### src/rtl/mux_arb_pkg.sv
// Shared types and constants for the two-requester round-robin mux arbiter.
package mux_arb_pkg;

    typedef enum logic [1:0] {
        ARB_IDLE  = 2'd0,
        ARB_OWN_A = 2'd1,
        ARB_OWN_B = 2'd2
    } arb_state_e;

    localparam logic SEL_A = 1'b0;
    localparam logic SEL_B = 1'b1;

    localparam int unsigned ARB_STATS_W = 16;

    // Mux select implied by an owner state; non-owner states keep the current select.
    function automatic logic sel_for_state(arb_state_e st, logic cur_sel);
        logic sel;
        sel = cur_sel;
        if (st == ARB_OWN_A) begin
            sel = SEL_A;
        end else if (st == ARB_OWN_B) begin
            sel = SEL_B;
        end
        return sel;
    endfunction

endpackage

### src/rtl/mux_2to1.sv
// Plain 2:1 word multiplexer; sel=0 picks in_a, sel=1 picks in_b.
module mux_2to1 #(
    parameter int unsigned DATA_WIDTH = 8
) (
    input  logic [DATA_WIDTH-1:0] in_a,
    input  logic [DATA_WIDTH-1:0] in_b,
    input  logic                  sel,
    output logic [DATA_WIDTH-1:0] out_y
);

    assign out_y = sel ? in_b : in_a;

endmodule

### src/rtl/mux_arb_2to1.sv
// Round-robin owner arbiter driving a shared mux_2to1 between requesters A and B.
// Define MUX_ARB_STATS_EN to add per-side beat counters (Beats_A/Beats_B/Stats_Clr).
module mux_arb_2to1
    import mux_arb_pkg::*;
#(
    parameter int unsigned DATA_WIDTH = 8,
    parameter int unsigned MAX_HOLD   = 4
) (
    input  logic                  Clk,
    input  logic                  Reset_n,
    input  logic                  Req_A,
    input  logic [DATA_WIDTH-1:0] Data_A,
    output logic                  Grant_A,
    input  logic                  Req_B,
    input  logic [DATA_WIDTH-1:0] Data_B,
    output logic                  Grant_B,
    output logic                  Out_Valid,
    input  logic                  Out_Ready,
    output logic [DATA_WIDTH-1:0] Out_Data,
`ifdef MUX_ARB_STATS_EN
    output logic [ARB_STATS_W-1:0] Beats_A,
    output logic [ARB_STATS_W-1:0] Beats_B,
    input  logic                   Stats_Clr,
`endif
    output logic                  Select
);

    localparam int unsigned HOLD_W = $clog2(MAX_HOLD + 1);
    localparam logic [HOLD_W-1:0] HOLD_MAX  = HOLD_W'(MAX_HOLD);
    localparam logic [HOLD_W-1:0] HOLD_LAST = HOLD_W'(MAX_HOLD - 1);

    arb_state_e        state_q, state_d;
    logic [HOLD_W-1:0] hold_cnt_q, hold_cnt_d;
    logic              select_q, select_d;
    logic              last_owner_q, last_owner_d;
    logic              own_a, own_b;
    logic              beat;
    logic              hold_expired;

    assign own_a = (state_q == ARB_OWN_A);
    assign own_b = (state_q == ARB_OWN_B);

    assign Out_Valid = (own_a && Req_A) || (own_b && Req_B);
    assign Grant_A   = own_a && Req_A && Out_Ready;
    assign Grant_B   = own_b && Req_B && Out_Ready;
    assign Select    = select_q;

    assign beat = Out_Valid && Out_Ready;
    // ">=" rather than "==" so a counter saturated during an uncontested burst
    // still yields on the next beat once the other side starts requesting.
    assign hold_expired = beat && (hold_cnt_q >= HOLD_LAST);

    mux_2to1 #(
        .DATA_WIDTH (DATA_WIDTH)
    ) u_mux (
        .in_a  (Data_A),
        .in_b  (Data_B),
        .sel   (select_q),
        .out_y (Out_Data)
    );

    always_comb begin
        state_d      = state_q;
        last_owner_d = last_owner_q;
        unique case (state_q)
            ARB_IDLE: begin
                if (Req_A && Req_B) begin
                    state_d = (last_owner_q == SEL_A) ? ARB_OWN_B : ARB_OWN_A;
                end else if (Req_A) begin
                    state_d = ARB_OWN_A;
                end else if (Req_B) begin
                    state_d = ARB_OWN_B;
                end
            end
            ARB_OWN_A: begin
                if (!Req_A) begin
                    state_d      = Req_B ? ARB_OWN_B : ARB_IDLE;
                    last_owner_d = SEL_A;
                end else if (hold_expired && Req_B) begin
                    state_d      = ARB_OWN_B;
                    last_owner_d = SEL_A;
                end
            end
            ARB_OWN_B: begin
                if (!Req_B) begin
                    state_d      = Req_A ? ARB_OWN_A : ARB_IDLE;
                    last_owner_d = SEL_B;
                end else if (hold_expired && Req_A) begin
                    state_d      = ARB_OWN_A;
                    last_owner_d = SEL_B;
                end
            end
            default: begin
                state_d = ARB_IDLE;
            end
        endcase
    end

    always_comb begin
        hold_cnt_d = hold_cnt_q;
        if (state_d != state_q) begin
            hold_cnt_d = '0;
        end else if (beat && (hold_cnt_q != HOLD_MAX)) begin
            hold_cnt_d = hold_cnt_q + 1'b1;
        end
    end

    assign select_d = sel_for_state(state_d, select_q);

    always_ff @(posedge Clk or negedge Reset_n) begin
        if (!Reset_n) begin
            state_q      <= ARB_IDLE;
            hold_cnt_q   <= '0;
            select_q     <= SEL_A;
            last_owner_q <= SEL_B;
        end else begin
            state_q      <= state_d;
            hold_cnt_q   <= hold_cnt_d;
            select_q     <= select_d;
            last_owner_q <= last_owner_d;
        end
    end

`ifdef MUX_ARB_STATS_EN
    localparam logic [ARB_STATS_W-1:0] STATS_MAX = '1;

    logic [ARB_STATS_W-1:0] beats_a_q, beats_b_q;

    always_ff @(posedge Clk or negedge Reset_n) begin
        if (!Reset_n) begin
            beats_a_q <= '0;
            beats_b_q <= '0;
        end else if (Stats_Clr) begin
            beats_a_q <= '0;
            beats_b_q <= '0;
        end else begin
            if (Grant_A && (beats_a_q != STATS_MAX)) begin
                beats_a_q <= beats_a_q + 1'b1;
            end
            if (Grant_B && (beats_b_q != STATS_MAX)) begin
                beats_b_q <= beats_b_q + 1'b1;
            end
        end
    end

    assign Beats_A = beats_a_q;
    assign Beats_B = beats_b_q;
`endif

    grant_onehot_a : assert property (@(posedge Clk) disable iff (!Reset_n)
        !(Grant_A && Grant_B));

endmodule

### config.mk
export PLATFORM = sky130hd
export DESIGN_NAME = mux_arb_2to1
export DESIGN_NICKNAME = d
export VERILOG_FILES = /design/src/rtl/mux_arb_pkg.sv /design/src/rtl/mux_2to1.sv /design/src/rtl/mux_arb_2to1.sv
export SDC_FILE = /design/constraint.sdc
export NUM_CORES = 1
export LEC_CHECK = 0
export CAP_MARGIN = 20
export CORE_MARGIN = 5
export CORE_UTILIZATION = 39
export CTS_CLUSTER_DIAMETER = 120
export CTS_CLUSTER_SIZE = 16
export DETAILED_ROUTE_END_ITERATION = 8
export GPL_ROUTABILITY_DRIVEN = 0
export GPL_TIMING_DRIVEN = 0
export PLACE_DENSITY_LB_ADDON = 0.12
export RECOVER_POWER = 50
export SLEW_MARGIN = 0
export SYNTH_ARGS = -nofsm -noshare
export SYNTH_HDL_FRONTEND = slang
export SYNTH_HIERARCHICAL = 1
export SYNTH_SLANG_ARGS = --single-unit
### constraint.sdc
create_clock -name Clk -period 2.2 [get_ports Clk]
set_input_delay 0.55 -clock Clk [delete_from_list [all_inputs] [get_ports Clk]]
set_output_delay 0.55 -clock Clk [all_outputs]
set_load 0.005 [all_outputs]
Word-level counts from Yosys, hierarchy flattened

Cells that the tools add are included.

Memories kept: 0
Register bits after elaboration: 7
Bits in writable memories: 0
ROM bits: 0
Bits in latches: 0
Word-level logic and storage cells: 51

Bitwise operators: 0
Add/subtract/negate cells: 1
Multipliers: 0
Eq/ne operators: 8
Magnitude comparators: 1
Divide/modulo/power cells: 0
Reduce and logical (&&, ||, !) cells: 16
Muxes and demuxes: 21
Shifts and indexed selects: 0

Operator list:

| kind                                                 | number |
|---|---|
| two-way mux 2 bit                                    | 9 |
| logical AND 1 bit                                    | 10 |
| two-way mux 8 bit                                    | 1 |
| two-way mux 1 bit                                    | 7 |
| two-way mux 3 bit                                    | 2 |
| != test 3 x 2 -> 1 bit (second input constant)       | 2 |
| one-hot mux 2 bit (3 select lines)                   | 1 |
| nonzero test 2 bit                                   | 3 |
| == test 2 x 1 -> 1 bit (second input constant)       | 2 |
| == test 2 bit (second input constant)                | 2 |
| adder 3 x 1 -> 3 bit (second input constant)         | 1 |
| >= comparator 3 x 2 -> 1 bit (second input constant) | 1 |
| != test 3 bit (second input constant)                | 1 |
| AND reduction 3 bit                                  | 1 |
| zero test 2 bit                                      | 1 |
| != test 2 bit                                        | 1 |
| one-hot mux 1 bit (2 select lines)                   | 1 |
| logical OR 1 bit                                     | 1 |

Depth between registers and ports, before layout

Depth in word-level cells: 12
Depth in mapped cells: 11
Gate-level depth less buffers: 10

By module

The synthesis kept the hierarchy.

By module, submodules not included:

| module       | times used | cells an instance | area each (µm²) |
|---|---|---|---|
| mux_arb_2to1 | 1          | 83                | 734.5 |
| mux_2to1     | 1          | 9                 | 131.4 |

Least setup slack after synthesis

No wires, ideal clock.

Path type: reg-to-reg
From: reg hold_cnt_q[0]
To: reg select_q, in the netlist Select
Stages on the path, launching flop included: 11
Path slack: -0.012 ns
Required time: 2.074 ns
Buffers on the path: 0
Setup time: 0.126 ns
Period minus slack after synthesis: 2.212 ns
Arrival: 2.086 ns
Cells stage by stage: dfrtp_1 ha_1 ha_1 a211oi_2 nor2_1 or3_1 a21oi_2 inv_1 ha_1 nand2_1 o21ai_0

Word-level cells in the longest chain between the ends: 8
Elaborated cells between the ends (all ways): 13

Ends and longest elaborated chain:

| item                                                    | line                                   | RTL |
|---|---|---|
| from (decl)                                             | mux_arb_2to1.sv:33                     | `logic [HOLD_W-1:0] hold_cnt_q, hold_cnt_d;` |
| from (signal assigned)                                  | mux_arb_2to1.sv:118                    | `hold_cnt_q <= hold_cnt_d;` |
| >= comparator 3 x 2 -> 1 bit (*)                        | mux_arb_2to1.sv:51                     | `assign hold_expired = beat && (hold_cnt_q >= HOLD_LAST);` |
| logical AND 1 bit (*)                                   | mux_arb_2to1.sv:51                     |  |
| logical AND 1 bit, on equally long branches             | mux_arb_2to1.sv:88, mux_arb_2to1.sv:79 |  |
| two-way mux 2 bit, on equally long branches             | mux_arb_2to1.sv:88, mux_arb_2to1.sv:79 |  |
| two-way mux 2 bit, on equally long branches             | mux_arb_2to1.sv:85, mux_arb_2to1.sv:76 |  |
| one-hot mux 2 bit (3 select lines) (*)                  | mux_arb_2to1.sv:65                     | `unique case (state_q)` |
| named net state_d[1]                                    | mux_arb_2to1.sv:32                     | `arb_state_e state_q, state_d;` |
| == test 2 x 1 -> 1 bit or == test 2 bit (tied branches) | mux_arb_pkg.sv:19, mux_arb_pkg.sv:21   |  |
| two-way mux 1 bit or nonzero test 2 bit (tied branches) | n/a                                    |  |
| to (signal assigned)                                    | mux_arb_2to1.sv:119                    | `select_q <= select_d;` |
| to (decl)                                               | mux_arb_2to1.sv:34                     | `logic select_q, select_d;` |

Mark *: on every way through the listed nets, which the timed path passes. The rest lies on a longest branch.
A chain may end at the register's enable or synchronous reset.

Worst setup path in the final report

From: reg state_q[1]
To: out Grant_A

Word-level cells in the longest chain between the ends: 3

Ends and longest elaborated chain:

| item                           | line                | RTL |
|---|---|---|
| from (decl)                    | mux_arb_2to1.sv:32  |  |
| from (signal assigned)         | mux_arb_2to1.sv:117 | `state_q <= state_d;` |
| == test 2 x 1 -> 1 bit         | mux_arb_2to1.sv:40  | `assign own_a = (state_q == ARB_OWN_A);` |
| logical AND 1 bit (2 in a row) | mux_arb_2to1.sv:44  | `assign Grant_A = own_a && Req_A && Out_Ready;` |
| to (decl)                      | mux_arb_2to1.sv:13  | `output logic Grant_A,` |

No other way between the ends.

==> flow_summary.toml <==
[cts]
htree_levels = 1
clkSlewWorstSetupHoldPaths_ps = 60
cts_tree = "yes"
cts_sinks = 7
ctsHoldBuffers = 0
cts_made_buffers = 3
clk_latency_ps = 260
root_buffer = "clkbuf_4"
clock_path_buffers = 2

[synthesis]
synth_top_cell_area_share_pct = 17.3
async_flop_share_pct = 100
syn-num-nets = 121
syn_area_um2 = 866
yosysTopAreaCell = "dfrtp_1"
yosysUniqueCellTypes = 45
synth-edff-count = 0
synth_warnings = 6
ys_top_cells_by_area = "dfrtp_1, mux2_4, ha_1"
ys_ff_latch = 7
ys_seq_area_share_pct = 20.4
syn_inst = 92
synth-main-ff-cell = "dfrtp_1"
postSynthAreaPerCell_um2 = 9.41

[setup_path]
crit_path_start_kind = "flop"
setup.reg_to_reg.worst_slack_ps = 50
max_stage_delay_ps = 490
crit_arrival_ps = 1610
crit_chain = "inv_4 > ha_4 > and3_2 > clkdlybuf4s50_1"
crit_path_top_delay_cell = "clkdlybuf4s50_1"
worstSetupEndpointType = "output pin"
worstPathRequired_ps = 1650
cp_max_fo = 5
setup.worst_path.class = "reg2out"
r2r-end = "Select"
reg2reg_depth = 10
timing.rr.start = "hold_cnt_q[0]"

[layout]
utilization_pct = 66.9
n_fill_cell = 181
diodes = 0
seqCellArea_um2 = 179
multiInputGateArea_um2 = 697
areaGrowthSynthToFinish_pct = 67.6
postLayoutCellArea_mm2 = 0.00145
drive_gt1_share_pct = 41.3
final_nets = 173

[pwr]
p_leak_uw = 0.000636
total_power_uw = 1370
ir_worst_vdd_uv = 610
power_density_mw_per_mm2 = 946

[sta]
slew_viol_final = 0
finalHoldViolations = 0
setup_violations = 0
worst_slew_pin_slew_ps = 335
period_minus_slack_ps = 2160
slew_headroom_pct = 77.6
rsz0062_at_grt = "yes"
fin_setup_tns_ps = 0
fmax_mhz = 463
post-route-period-util_pct = 98.2
skew_ps = 6.00

[route]
viasPerCell = 5.39
drt.antenna.violating_nets = 0
firstDrtPassIters = 4
drc = 0
drt_iter0_markers = 37
wl_um = 2610
avgRoutedWirePerCell_um = 15.3
vias = 921

[global_route]
antenna_found_initial = 0
track_usage_pct = 15.8
grt_max_degree = 11
first_global_vias = 936
grt_pass1_wl_um = 4150
grt_overflow = 0

[min_path]
hold_path_end = "Select"
hold_start = "Select"
whs_path_depth = 2
hold_path.class = "reg2reg"

[placed_design]
place_area_mm2 = 0.00123
portBuffers = 32
place_hpwl_um = 1810

[die]
die_w_um = 57.1
dieArea_mm2 = 0.00326
rows = 17
initial_core_util_pct = 39.9
die-height_um = 57.1
core_mm2 = 0.00217
ios = 33

[job]
max_cap_viol_count = 0

[run_status]
run_status = "finished, final reports clean"
[sequential cells by signal, summed over array words and instances, names as in the netlist]
name          count
Select            1
hold_cnt_q        3
last_owner_q      1
state_q           2
[per-stage QoR]
stage	setup slack, ps	hold slack, ps	cells
final	39.1	544	171
after global routing	-62.6	581	171
after CTS	8.99	547	167
after detailed placement	-383	527	152
after global placement	-377	524	152
after floorplan	50.7	254	92
[cell usage after synthesis (2+ instances only)]
| cell | number |
|---|---|
| inv_1 | 10 |
| o21ai_0 | 6 |
| buf_2 | 2 |
| nand2_1 | 3 |
| mux2_2 | 2 |
| nand3_1 | 2 |
| nor2b_1 | 2 |
| buf_6 | 2 |
| nor2_1 | 5 |
| a31oi_1 | 3 |
| dfrtp_1 | 6 |
| mux2_4 | 8 |
| ha_1 | 8 |
| or2_1 | 2 |
[logic make-up after synthesis]
family,count (synthesis),synth area share (%)
compound gates,25,22.1
xor+xnor,1,1.01
fa+ha+maj,8,11.6
buf+inv,14,8.09
flops,7,20.4
mux,11,17.6
simple gates,26,19.2
[report_power, final]
group	total, uW	switching [uW]	internal [uW]
combinational	1010	448	564
clock	123	56.3	66.9
sequential	238	52.1	186
total	1370	557	817
[per-layer routing]
metal / track usage [%] / part of all wire (%) / vias to the layer above
li1: - / - / 440
met1: 19.0 / 41 / 436
met2: 27.6 / 52 / 45
met3: 3.39 / 7.0 / 0
met4: 5.30 / 0 / 0
met5: 0 / 0 / -
[critical path, delay by kind of cell, from the launching register on]
| kind | cells | cell delay [ps] |
|---|---|---|
| and+or+nand+nor | 1 | 170 |
| DFF | 1 | 430 |
| buffers and inverters | 2 | 580 |
| adders and majority gates | 1 | 170 |
[cells in the final DEF (no fill, tap or decap), types with 3 or more instances in the layout]
cell | netlist | layout
clkdlybuf4s50_1 | 0 | 18
buf_4 | 0 | 15
dlygate4sd2_1 | 0 | 13
inv_1 | 10 | 8
mux2_4 | 8 | 8
o21ai_0 | 6 | 5
dfrtp_1 | 6 | 4
nor2_1 | 5 | 4
buf_6 | 2 | 3
nand2_1 | 3 | 3
ha_1 | 8 | 3
ha_4 | 0 | 3
clkbuf_4 | 0 | 3
[layout make-up]
| class | count | area share, % |
|---|---|---|
| Multi-Input combinational cell | 71 | 48.0 |
| Timing Repair Buffer | 48 | 30.1 |
| Sequential cell | 7 | 12.3 |
| Inverter | 10 | 2.93 |
| Tap cell | 28 | 2.41 |
| Buffer | 3 | 2.33 |
| Clock buffer | 3 | 1.55 |
| Clock inverter | 1 | 0.345 |
[what timing repair did]
item	4_1_cts	5_1_grt
buffers inserted	12	4
resized for setup	29	6
pin swaps	5	2
endpoints found under the setup margin	12	2
[how the worst max path moves through the flow]
stage / from / endpoint / slack [ps] / cells after the start
after floorplan: hold_cnt_q[0] / Select / 50 / 10
after global placement: Req_B / Grant_B / -380 / 5
after detailed placement: Req_B / Grant_B / -380 / 5
after CTS: hold_cnt_q[0] / Select / 9 / 10
after global routing: hold_cnt_q[0] / Select / -60 / 10
final: state_q[1] / Grant_A / 40 / 4
No activity file was read; power rests on OpenSTA's default activity.
